## config.mk

```make
export PLATFORM = sky130hd
export DESIGN_NAME = uart_tx_fifo
export DESIGN_NICKNAME = d
export VERILOG_FILES = /design/src/rtl/uart_tx_fifo.sv
export SDC_FILE = /design/constraint.sdc
export NUM_CORES = 1
export LEC_CHECK = 0
export ABC_AREA = 1
export CAP_MARGIN = 10
export CORE_MARGIN = 3
export CORE_UTILIZATION = 35
export CTS_CLUSTER_SIZE = 24
export DETAILED_ROUTE_END_ITERATION = 8
export PLACE_DENSITY = 0.53
export SYNTH_ARGS = -nofsm -noshare
export SYNTH_HDL_FRONTEND = slang
export SYNTH_SLANG_ARGS = --single-unit
export TNS_END_PERCENT = 5
```

## constraint.sdc

```tcl
create_clock -name clk -period 5.53 [get_ports clk]
set_input_delay 0.553 -clock clk [delete_from_list [all_inputs] [get_ports clk]]
set_output_delay 0.553 -clock clk [all_outputs]
set_load 0.02 [all_outputs]
```

## src/rtl/uart_tx_fifo.sv

```systemverilog
// Byte FIFO feeding the UART transmitter; a push lands on the head one cycle later, with no write-through.
// Backpressure: a write into a full FIFO is dropped unless a pop happens in the same cycle; a drop gives a one-cycle overflow_o pulse.
module uart_tx_fifo #(
  parameter int DATA_WIDTH = 8,
  parameter int DEPTH_LOG2 = 4
) (
  input  logic                  clk,
  input  logic                  rst,
  input  logic [DATA_WIDTH-1:0] wr_data_i,
  input  logic                  wr_en_i,
  input  logic                  flush_i,
  output logic                  full_o,
  output logic                  empty_o,
  output logic [DEPTH_LOG2:0]   count_o,
  output logic                  overflow_o,
  output logic [DATA_WIDTH-1:0] tx_data_o,
  output logic                  tx_en_o,
  input  logic                  tx_rdy_i
);

  localparam int DEPTH = 1 << DEPTH_LOG2;
  localparam logic [DEPTH_LOG2:0]   CNT_FULL = (DEPTH_LOG2+1)'(DEPTH);
  localparam logic [DEPTH_LOG2:0]   CNT_ONE  = (DEPTH_LOG2+1)'(1);
  localparam logic [DEPTH_LOG2-1:0] PTR_ONE  = DEPTH_LOG2'(1);

  logic [DATA_WIDTH-1:0] mem [DEPTH];
  logic [DEPTH_LOG2-1:0] wr_ptr;
  logic [DEPTH_LOG2-1:0] rd_ptr;
  logic [DEPTH_LOG2:0]   count;
  logic                  overflow_q;
  logic                  pop;
  logic                  push;
  logic                  drop;

  assign full_o     = (count == CNT_FULL);
  assign empty_o    = (count == '0);
  assign count_o    = count;
  assign overflow_o = overflow_q;
  assign tx_en_o    = ~empty_o;
  assign tx_data_o  = mem[rd_ptr];

  // A pop frees a slot in the same cycle, so a write against a full FIFO still lands.
  assign pop  = tx_en_o & tx_rdy_i;
  assign push = wr_en_i & (~full_o | pop);
  assign drop = wr_en_i & full_o & ~pop;

  always_ff @(posedge clk) begin
    if (push && !flush_i) begin
      mem[wr_ptr] <= wr_data_i;
    end
  end

  always_ff @(posedge clk or posedge rst) begin
    if (rst) begin
      wr_ptr     <= '0;
      rd_ptr     <= '0;
      count      <= '0;
      overflow_q <= 1'b0;
    end else if (flush_i) begin
      wr_ptr     <= '0;
      rd_ptr     <= '0;
      count      <= '0;
      overflow_q <= 1'b0;
    end else begin
      if (push) wr_ptr <= wr_ptr + PTR_ONE;
      if (pop)  rd_ptr <= rd_ptr + PTR_ONE;
      if (push && !pop) begin
        count <= count + CNT_ONE;
      end else if (pop && !push) begin
        count <= count - CNT_ONE;
      end
      overflow_q <= drop;
    end
  end

endmodule

```

==> results.json <==
{
  "io_pins": 30,
  "grt_start_max_net_pins": 70,
  "rows": 47,
  "die_h_um": 137.6,
  "synth_area_sq_um": 6063,
  "rsz0062_at_grt": "false",
  "antenna_found_initial": 0,
  "grt_pass1_vias": 3858,
  "critical-path-slowest-cell": "dfrtp_2",
  "die_w_um": 137.6,
  "power_uw": 3313,
  "wl_per_cell_um": 18.14,
  "register_area_sq_um": 4197,
  "m1WireLength_mm": 6.463,
  "multiInputGateArea_sq_um": 1660,
  "netlist_instances": 509,
  "final_core_util": 0.4269,
  "coreArea_sq_um": 16760,
  "diodes": 0,
  "yosysUniqueCellTypes": 31,
  "ys_seq_elements": 142,
  "drv_slew": 0,
  "post-route-period-util": 0.6363,
  "layout.nets": 558,
  "hold_viol": 0,
  "grt_overflow": 0,
  "slew_headroom": 0.2423,
  "seqPwrFrac": 0.388,
  "wl_met2_mm": 6.586,
  "wl_mm": 13.93,
  "grt_util_all_layers": 0.1572,
  "p_clk_frac": 0.358,
  "wl_met3_um": 590,
  "synth_area_per_cell_sq_um": 11.91,
  "r2r_start": "count_o[0]$_DFFE_PP0P_",
  "place.gp.congestion": 0.7740,
  "worst_pin_slew_ps": 1137,
  "seq_area_frac_synth": 0.6917,
  "nFillCells": 1532,
  "yosys-top-cells-area": "edfxtp_1 (63%), nor2_1 (6.8%), dfrtp_1 (5.8%)",
  "peakVddDrop_mv": 0.2701,
  "area_delta_synth_final_pct": 17.99,
  "design_area_sq_um": 7154,
  "vias_per_cell": 5.046,
  "drt_iter0_markers": 302,
  "drive_gt1_frac": 0.1077,
  "layout_min_cycle_time_ps": 3519,
  "cts_max_level": 4,
  "path_cells": "inv_1 -> nor2_1 -> o21ai_1 -> o211ai_1 -> nand3_1 -> nand2_1 -> clkdlybuf4s50_1",
  "synth_top_area_cell": "edfxtp_1",
  "tns_ps": 0,
  "cts_setup_buffers": 0,
  "clk_pin_slew_ps": 60,
  "via_count": 3875,
  "cts.sinks": 142,
  "setup_viol": 0,
  "p_int_uw": 2280,
  "critPathKind": "register to output pin",
  "r2r_slack_ps": 3120,
  "cp.arrival_ps": 2970,
  "synth_top_area_frac": 0.6339,
  "r2r-end": "mem[1][2]$_DFFE_PP_",
  "combPwrFrac": 0.254,
  "initial_core_util": 0.3618,
  "finClkSkew_ps": 8.369,
  "syn-num-nets": 532,
  "ctsResizeCount": 0,
  "switching_share": 0.3119,
  "ys_warn_count": 0,
  "crit_family": "flip-flops",
  "status": "completed",
  "cp_max_fo": 63,
  "start_kind": "register",
  "root_buffer": "clkbuf_16",
  "slowest_delay_ps": 1080,
  "port_buffers": 29,
  "p_leak_uw": 0.002449,
  "drtPass1Iterations": 5,
  "drt_drc_violations_left": 0,
  "cts_hold_buffers": 0,
  "cts_tree": "built",
  "holdCritPathClass": "primary input to asynchronous set/reset pin",
  "clock_path_buffers": 2,
  "reg2regPathDepth": 8,
  "mostFrequentLayoutCells": "edfxtp_1 (128), nor2_1 (110), nand2_1 (38)",
  "clock_latency_ps": 420,
  "final_common_cell": "edfxtp_1",
  "p_per_area_nw_per_um2": 463.1,
  "numCtsBuffers": 17,
  "dpl.hpwl_mm": 8.355,
  "critPathBufInv": 2,
  "fmax_mhz": 284.2,
  "top_layer": "met4",
  "power.switching_uw": 1033,
  "grt_first_pass_wirelength_mm": 21.88,
  "crit_path_end_kind": "output pin",
  "ant_nets": 0,
  "place_area_sq_um": 6534,
  "maxCapViolations": 0,
  "required_ps": 4980,
  "die-area_sq_um": 18940
}
[sequential cells by signal (all words and copies together) (netlist names)]
name / flops
mem: 128
count_o: 5
rd_ptr: 4
wr_ptr: 4
overflow_o: 1
[cell families (layout without fill, tap and decap cells)]
| logic type | count (synthesis) | after routing | share of synthesized area |
|---|---|---|---|
| AND/OR/NAND/NOR | 198 | 198 | 0.1438 |
| flip-flops | 142 | 142 | 0.6917 |
| AO/OA/AOI/OAI | 107 | 107 | 0.1038 |
| buffers and inverters | 49 | 88 | 0.03446 |
| XOR/XNOR | 3 | 3 | 0.004334 |
| adder cells (fa/ha/maj) | 10 | 10 | 0.02187 |
[cells in the mapped netlist, drive strengths merged]
master,number
clkinv,1
nand4,1
o21ai,68
xor2,2
nor2,119
a211oi,1
clkbuf,10
o211ai,32
a21oi,6
inv,24
xnor2,1
dfrtp,14
nor4,1
nor3,2
fa,1
nand3,31
nand2,44
buf,14
ha,9
edfxtp,128
[layer usage]
| metal | vias up | track usage |
|---|---|---|
| met5 | - | 0 |
| met4 | 0 | 0.06818 |
| met3 | 20 | 0.03433 |
| met2 | 108 | 0.2430 |
| met1 | 1886 | 0.2134 |
| li1 | 1861 | - |
[worst reg2reg max path, delay by kind of cell (launching register included)]
| kind | cells | cell delay [ps] |
|---|---|---|
| DFF | 1 | 510 |
| and+or+nand+nor | 7 | 1420 |
| buffers and inverters | 1 | 90 |
[layout make-up]
type / count / share of cell area
flip-flops and latches: 142 / 0.5866
inverters: 25 / 0.01347
clock buffers: 17 / 0.05946
clock inverters: 15 / 0.02728
repair buffers: 31 / 0.04267
well taps: 220 / 0.03847
multi-input cells: 318 / 0.2321
[power by group through the flow]
| stage | Combinational, uW | Sequential [uW] | Clock, uW |
|---|---|---|---|
| after floorplan | 607 | 1260 | 0 |
| after global placement | 842 | 1310 | 0 |
| after detailed placement | 853 | 1310 | 0 |
| after CTS | 855 | 1290 | 1200 |
| after global routing | 944 | 1290 | 1260 |
| final | 841 | 1290 | 1190 |
[through the flow]
stage	setup WS, ps	hold WS, ps	cells
global placement	2418	551.9	736
detailed placement	2426	555.4	736
finish	2011	489.8	768
global route	1745	564.1	768
floorplan	3389	442.2	509
CTS	1954	518.3	768
[worst max-delay path by stage]
stage / from / end / depth (start not counted)
after floorplan: count_o[1]$_DFFE_PP0P_ / count_o[4]$_DFFE_PP0P_ / 13
after global placement: rd_ptr[1]$_DFFE_PP0P_ / tx_data_o[5] / 7
after detailed placement: rd_ptr[1]$_DFFE_PP0P_ / tx_data_o[5] / 7
after CTS: rd_ptr[1]$_DFFE_PP0P_ / tx_data_o[5] / 7
after global routing: rd_ptr[0]$_DFFE_PP0P_ / tx_data_o[7] / 8
final: rd_ptr[1]$_DFFE_PP0P_ / tx_data_o[5] / 7
(Power assumes the default switching activity.)
